### src/rtl/pollard_pkg.sv
// Shared definitions for the Pollard p-1 datapath: default operand width,
// GCD controller states and the worst-case start-to-done latency.
package pollard_pkg;

   localparam int DEF_WIDTH = 32;
   localparam int LAT_MAX   = 4 * DEF_WIDTH + 4;

   typedef enum logic [2:0] {
      IDLE,
      CHECK,
      TWOS,
      ODDU,
      LOOP,
      FINISH
   } state_t;

endpackage

### src/rtl/pollard_gcd_unit.sv
// Binary (Stein) GCD of (a^M - 1 mod n, n), reporting whether the result is a
// nontrivial factor of n. One shift or swap/subtract step per cycle.
module pollard_gcd_unit
   import pollard_pkg::*;
#(
   parameter int WIDTH = DEF_WIDTH,
   parameter int KW    = $clog2(WIDTH) + 1
) (
   input  logic             clk,
   input  logic             rst,
   input  logic             start,
   input  logic [WIDTH-1:0] residue,
   input  logic [WIDTH-1:0] modulus,
   output logic             busy,
   output logic             done,
   output logic [WIDTH-1:0] gcd_out,
   output logic             factor_found
);

   state_t           state_q, state_d;
   logic [WIDTH-1:0] u_q, u_d;
   logic [WIDTH-1:0] v_q, v_d;
   logic [KW-1:0]    k_q, k_d;
   logic [WIDTH-1:0] mod_q, mod_d;
   logic             busy_q, busy_d;
   logic             done_q, done_d;
   logic [WIDTH-1:0] gcd_q, gcd_d;
   logic             ff_q, ff_d;
   logic [WIDTH-1:0] g;

   // Every path into FINISH leaves the odd part in u and the shared twos in k.
   assign g = u_q << k_q;

   always_comb begin
      state_d = state_q;
      u_d     = u_q;
      v_d     = v_q;
      k_d     = k_q;
      mod_d   = mod_q;
      busy_d  = busy_q;
      done_d  = 1'b0;
      gcd_d   = gcd_q;
      ff_d    = ff_q;
      case (state_q)
         IDLE: begin
            // The controller is already back in IDLE during the done cycle;
            // a start there must not be taken.
            if (done_q) begin
               busy_d = 1'b0;
            end else if (start) begin
               u_d     = (residue == '0) ? modulus - WIDTH'(1) : residue - WIDTH'(1);
               v_d     = modulus;
               k_d     = '0;
               mod_d   = modulus;
               busy_d  = 1'b1;
               state_d = CHECK;
            end
         end
         CHECK: begin
            if (mod_q < WIDTH'(2)) begin
               u_d     = '0;
               k_d     = '0;
               state_d = FINISH;
            end else if (u_q == '0) begin
               u_d     = v_q;
               state_d = FINISH;
            end else begin
               state_d = TWOS;
            end
         end
         TWOS: begin
            if (!u_q[0] && !v_q[0]) begin
               u_d = u_q >> 1;
               v_d = v_q >> 1;
               k_d = k_q + KW'(1);
            end else begin
               state_d = ODDU;
            end
         end
         ODDU: begin
            if (!u_q[0]) u_d = u_q >> 1;
            else         state_d = LOOP;
         end
         LOOP: begin
            // u stays odd here, so the difference of two odds is always even.
            if (v_q == '0) begin
               state_d = FINISH;
            end else if (!v_q[0]) begin
               v_d = v_q >> 1;
            end else if (u_q < v_q) begin
               v_d = v_q - u_q;
            end else begin
               u_d = v_q;
               v_d = u_q - v_q;
            end
         end
         FINISH: begin
            gcd_d   = g;
            ff_d    = (g > WIDTH'(1)) && (g < mod_q);
            done_d  = 1'b1;
            state_d = IDLE;
         end
         default: state_d = IDLE;
      endcase
   end

   always_ff @(posedge clk or posedge rst) begin
      if (rst) begin
         state_q <= IDLE;
         u_q     <= '0;
         v_q     <= '0;
         k_q     <= '0;
         mod_q   <= '0;
         busy_q  <= 1'b0;
         done_q  <= 1'b0;
         gcd_q   <= '0;
         ff_q    <= 1'b0;
      end else begin
         state_q <= state_d;
         u_q     <= u_d;
         v_q     <= v_d;
         k_q     <= k_d;
         mod_q   <= mod_d;
         busy_q  <= busy_d;
         done_q  <= done_d;
         gcd_q   <= gcd_d;
         ff_q    <= ff_d;
      end
   end

   assign busy         = busy_q;
   assign done         = done_q;
   assign gcd_out      = gcd_q;
   assign factor_found = ff_q;

endmodule

### config.mk
export PLATFORM = sky130hd
export DESIGN_NAME = pollard_gcd_unit
export DESIGN_NICKNAME = d
export VERILOG_FILES = /design/src/rtl/pollard_pkg.sv /design/src/rtl/pollard_gcd_unit.sv
export SDC_FILE = /design/constraint.sdc
export NUM_CORES = 1
export LEC_CHECK = 0
export CAP_MARGIN = 20
export CORE_MARGIN = 3
export CORE_UTILIZATION = 61
export DETAILED_ROUTE_END_ITERATION = 8
export PLACE_DENSITY = 0.83
export SLEW_MARGIN = 10
export SYNTH_ARGS = -nofsm -noshare
export SYNTH_HDL_FRONTEND = slang
export SYNTH_SLANG_ARGS = --single-unit
### constraint.sdc
create_clock -name clk -period 11.1 [get_ports clk]
set_input_delay 2.775 -clock clk [delete_from_list [all_inputs] [get_ports clk]]
set_output_delay 2.775 -clock clk [all_outputs]
set_load 0.02 [all_outputs]
# Word level (Yosys, flattened, before mapping)

Index checks and enable logic that the tools add are counted.

Flip-flop bits (word level): 140
Bits of input ports: 67
Output and inout bits: 35
Logic and storage cells: 91

Add/subtract/negate cells: 5
Magnitude comparators: 4
Equal/unequal tests: 17
Shifts and indexed selects: 1
Muxes and demuxes: 34
Bitwise gates (word level): 1
Reductions and logical operators: 19

Operators with widths:

| operator                                                       | number |
|---|---|
| two-way mux 32 bit                                             | 16 |
| case mux 32 bit (5 select lines)                               | 1 |
| logical NOT 32 bit                                             | 3 |
| case mux 32 bit (3 select lines)                               | 1 |
| less-than comparator 32 bit                                    | 2 |
| subtractor 32 x 1 -> 32 bit, second input constant             | 2 |
| subtractor 32 bit                                              | 2 |
| greater-than comparator 32 x 1 -> 1 bit, second input constant | 1 |
| less-than comparator 32 x 2 -> 1 bit, second input constant    | 1 |
| left shift 32 x 6 -> 32 bit                                    | 1 |
| two-way mux 6 bit                                              | 4 |
| != test 2 bit, second input constant                           | 11 |
| two-way mux 3 bit                                              | 7 |
| case mux 6 bit (3 select lines)                                | 1 |
| case mux 3 bit (5 select lines)                                | 1 |
| AND reduction 5 bit                                            | 3 |
| AND reduction 9 bit                                            | 1 |
| AND reduction 8 bit                                            | 1 |
| adder 6 x 1 -> 6 bit, second input constant                    | 1 |
| == test 3 x 2 -> 1 bit, second input constant                  | 2 |
| == test 3 bit, second input constant                           | 2 |
| nonzero test 3 bit                                             | 2 |
| nonzero test 5 bit                                             | 1 |
| == test 3 x 1 -> 1 bit, second input constant                  | 1 |
| 9 further kinds                                                | 13 |

# Longest topological paths before layout

Depth after elaboration: 5
Depth in mapped cells: 19
Depth with buffers taken out: 15

# Least setup slack after synthesis

Ideal clock, no wire load.

Kind: input port to flip-flop
Start: in residue[5]
End: reg u_q[26]
Library setup time: 0.073 ns
Arrival: 5.958 ns
Path slack: 5.069 ns
Stages: 17
Cell sequence: nor3_1 and4_1 and4_1 buf_2 buf_2 buf_2 a21oi_1 ha_1 nand2b_1 nor4b_1 nand2_1 a311oi_4 nand2_4 or4_1 o21ai_1 a222oi_1 a21oi_2

Cells in the longest elaborated chain, start to end: 5

RTL lines:

| element                                                           | RTL line                | RTL |
|---|---|---|
| start, declared                                                   | pollard_gcd_unit.sv:12  | `input logic [WIDTH-1:0] residue,` |
| subtractor 32 x 1 -> 32 bit or logical NOT 32 bit (tied branches) | pollard_gcd_unit.sv:51  | `u_d = (residue == '0) ? modulus - WIDTH'(1) : residue - WIDTH'(1);` |
| two-way mux 32 bit (*)                                            | pollard_gcd_unit.sv:51  |  |
| two-way mux 32 bit (*)                                            | pollard_gcd_unit.sv:50  | `end else if (start) begin` |
| two-way mux 32 bit (*)                                            | pollard_gcd_unit.sv:48  | `if (done_q) begin` |
| case mux 32 bit (5 select lines) (*)                              | pollard_gcd_unit.sv:44  | `case (state_q)` |
| end signal, assigned                                              | pollard_gcd_unit.sv:120 | `u_q <= u_d;` |
| end, declared                                                     | pollard_gcd_unit.sv:21  | `logic [WIDTH-1:0] u_q, u_d;` |

Mark *: on every way between the ends. The rest lies on a longest branch, timed or not. The select of a mux whose other input is x is not followed.
A chain may end at the register's enable or synchronous reset.

# Final worst setup path

Start: in residue[3]
End: reg u_q[26]

Same word-level chain as after synthesis.

==> metrics.md <==
| Metric | Value |
|---|---|
| Vias in the first global route | `13700` |
| Peak supply drop | `81.0 uV` |
| DRT Pass-1 Iters | `8` |
| Clock Skew | `0.0116 ns` |
| Max-slew headroom | `19.3%` |
| DR vias | `~15000` |
| Kind of critical path | `in2reg` |
| CTS resizes | `0` |
| Site row count | `54` |
| Layout cells sized above 1 | `~8.6%` |
| CTS tree | `done` |
| Synthesized net count | `1881` |
| Leakage Power | `6.82 nW` |
| DRT antenna net count | `0` |
| Drt total wl | `just over 50000 um` |
| Global route overflow | `0` |
| Hold endpoint | `busy` |
| CP Capture Type | `flip-flop` |
| Outcome | `finished, final reports clean` |
| Final Net Count | `1903` |
| Max Root-Sink Buffers | `2` |
| DIE WIDTH | `157 um` |
| Die H | `157 um` |
| Dominant cell type by area after synthesis | `dfrtp_1` |
| Util after Layout | `69.8%` |
| Area growth syn-to-layout | `11.3%` |
| Unrepaired setup endpoints after global routing | `no` |
| Die ar. | `24500 um^2` |
| Largest net degree at the start of global routing | `95` |
| Setup Fix Bufs, Post-CTS | `0` |
| Setup tns final | `0 ns` |
| TritonCTS Buffers | `17` |
| Final Hold Fails | `0` |
| FILL cells | `about 1800` |
| DRT iter0 DRCs | `2250` |
| Syn Std Cell Area | `roughly 14000 um^2` |
| Final setup viols | `0` |
| Ys async rst share | `100%` |
| HP Class | `reg2reg` |
| H-tree depth | `4` |
| CTS root buffer | `clkbuf_16` |
| WP data arrival | `7.10 ns` |
| Slew @ Worst Pin | `1.20 ns` |
| Worst reg2reg setup slack | `6.38 ns` |
| Distinct cells, synth | `100` |
| Fmax | `~0.15 GHz` |
| Total track usage | `41.1%` |
| Most frequent cells in the layout | `a21oi_1 (172), nand2_1 (172), o21ai_0 (158)` |
| Core Region | `22000 um^2` |
| Wirelength per Cell | `~25 um` |
| Worst Path Required | `11.45 ns` |
| Hold depth | `1` |
| DRC | `0` |
| IO buf count | `roughly 100` |
| FF-to-FF path depth | `13` |
| First-pass GRT wire length | `77900 um` |
| Type of origin of the critical path | `input pin` |
| Main flop type after synthesis | `dfrtp_1` |
| Via-to-Cell Ratio | `7.19` |
| RD Place Congestion | `1.04` |
| Post-CTS Hold Buffers | `0` |
| EDFF count, synth | `0` |
| Worst R2R Start | `u_q[0]` |
| Synthesis-stage register bit count | `140` |
| Worst-path fanout max | `between 50 and 60` |
| Mapped Cells | `1719` |
| Clk Latency, worst-skew pair | `between 0.4 and 0.5 ns` |
| Avg Cell Area, Syn | `between 8 and 9 um^2` |
| Power Density | `75.1 nW/um^2` |
| MaxCap Viol Count | `0` |
| Period utilization | `60.7%` |
| Clk sinks | `140` |
| Initial antenna violation count | `2` |
| Starting Density | `62.7%` |
| CTS clock-pin slew for the worst setup and hold paths | `0.06 ns` |
| End of the worst register-to-register path | `v_q[10]` |
| Tmin final | `6.74 ns` |
| Synth top area share | `25.4%` |
| Area contributors post-synth | `dfrtp_1 (25%), ha_1 (8.4%), a21oi_1 (6.3%), o21ai_0 (5.7%), nand2_1 (4.7%)` |
| Yosys warns | `0` |
| Final HPWL DP | `38300 um` |
| Max Slew Vio Count | `0` |
| Min-delay src | `done` |
| Sequential fraction of the synthesis area | `25.4%` |
| IO Count | `102` |
metal layers:
layer | GRT usage, % | wire length, um | vias to the layer above
met1 | 53.2 | 18700 | 6862
met3 | 12.1 | 6620 | 276
met2 | 62.1 | 22100 | 1055
met4 | 22.4 | 3550 | 2
li1 | - | - | 6445
met5 | 0 | 17 | -
through the flow:
step | setup WS [ns] | std cells | cell area, um^2 | hold slack [ns] | total power, W
detailed placement | 4.00 | 2001 | 14800 | 0.453 | 0.000593
finish | 4.36 | 2036 | 15400 | 0.470 | 0.00115
global placement | 4.14 | 2001 | 14800 | 0.456 | 0.000593
floorplan | 4.57 | 1719 | 13800 | 0.481 | 0.000543
global route | 4.01 | 2035 | 15400 | 0.488 | 0.00118
CTS | 4.45 | 2033 | 15300 | 0.465 | 0.00115
report_power, final:
| part | total (W) | internal [W] | switching, W |
|---|---|---|---|
| Sequential | 0.000510 | 0.000510 | 0 |
| Clock | 0.000568 | 0.000320 | 0.000248 |
| Combinational | 0.0000754 | 0.0000294 | 0.0000460 |
synthesized netlist by cell type (29+ instances only):
| master | count |
|---|---|
| ha_1 | 93 |
| nand2_1 | 172 |
| mux2i_1 | 38 |
| clkbuf_1 | 67 |
| a221oi_1 | 32 |
| nor3_1 | 29 |
| o21ai_0 | 158 |
| a21o_1 | 37 |
| nor4_1 | 30 |
| buf_2 | 34 |
| dfrtp_1 | 140 |
| inv_1 | 122 |
| nor2_1 | 119 |
| a21oi_1 | 174 |
layout make-up:
type | count | area, um^2 | share of cell area (%)
Timing Repair Buffer | 118 | 1150 | 7.49
Inverter | 125 | 474 | 3.08
Tap cell | 280 | 350 | 2.28
Clock inverter | 13 | 134 | 0.871
Antenna cell | 2 | 5.00 | 0.0326
Multi-Input combinational cell | 1339 | 9310 | 60.6
Sequential cell | 140 | 3500 | 22.8
Clock buffer | 19 | 443 | 2.88
flip-flops by register name (all words and copies together), names as in the netlist:
signal	count
u_q	32
busy	1
mod_q	32
factor_found	1
gcd_out	32
v_q	32
state_q	3
done	1
k_q	6
how the worst max path moves through the flow:
stage / start / end / slack [ns] / cells past startpoint
global placement: residue[3] / u_q[26] / 4.14 / 16
global route: residue[3] / u_q[26] / 4.01 / 16
floorplan: rst / busy / 4.57 / 1
finish: residue[3] / u_q[26] / 4.36 / 16
detailed placement: residue[3] / u_q[24] / 4.00 / 16
CTS: residue[3] / u_q[24] / 4.45 / 16
kinds of logic after synthesis:
group | after synthesis | synth area share, %
AO/OA/AOI/OAI | 601 | 28.2
XOR/XNOR | 44 | 2.79
adder cells (fa/ha/maj) | 95 | 8.71
buffers and inverters | 240 | 7.43
flip-flops | 140 | 25.4
multiplexers | 94 | 9.56
AND/OR/NAND/NOR | 505 | 17.9
critical path, cell delays in order:
cell	delay, ns
clkdlybuf4s50_1	0.60
nor2_1	0.15
and4_1	0.31
and4_1	0.24
buf_4	0.30
a21oi_1	0.29
ha_1	0.25
nand2b_1	0.12
nor4b_1	0.31
nand2_1	0.22
a311oi_4	0.56
nand2_4	0.11
or4_1	0.48
o21ai_1	0.09
a222oi_1	0.09
a21oi_2	0.18
Power figures use the tool's default switching activity.
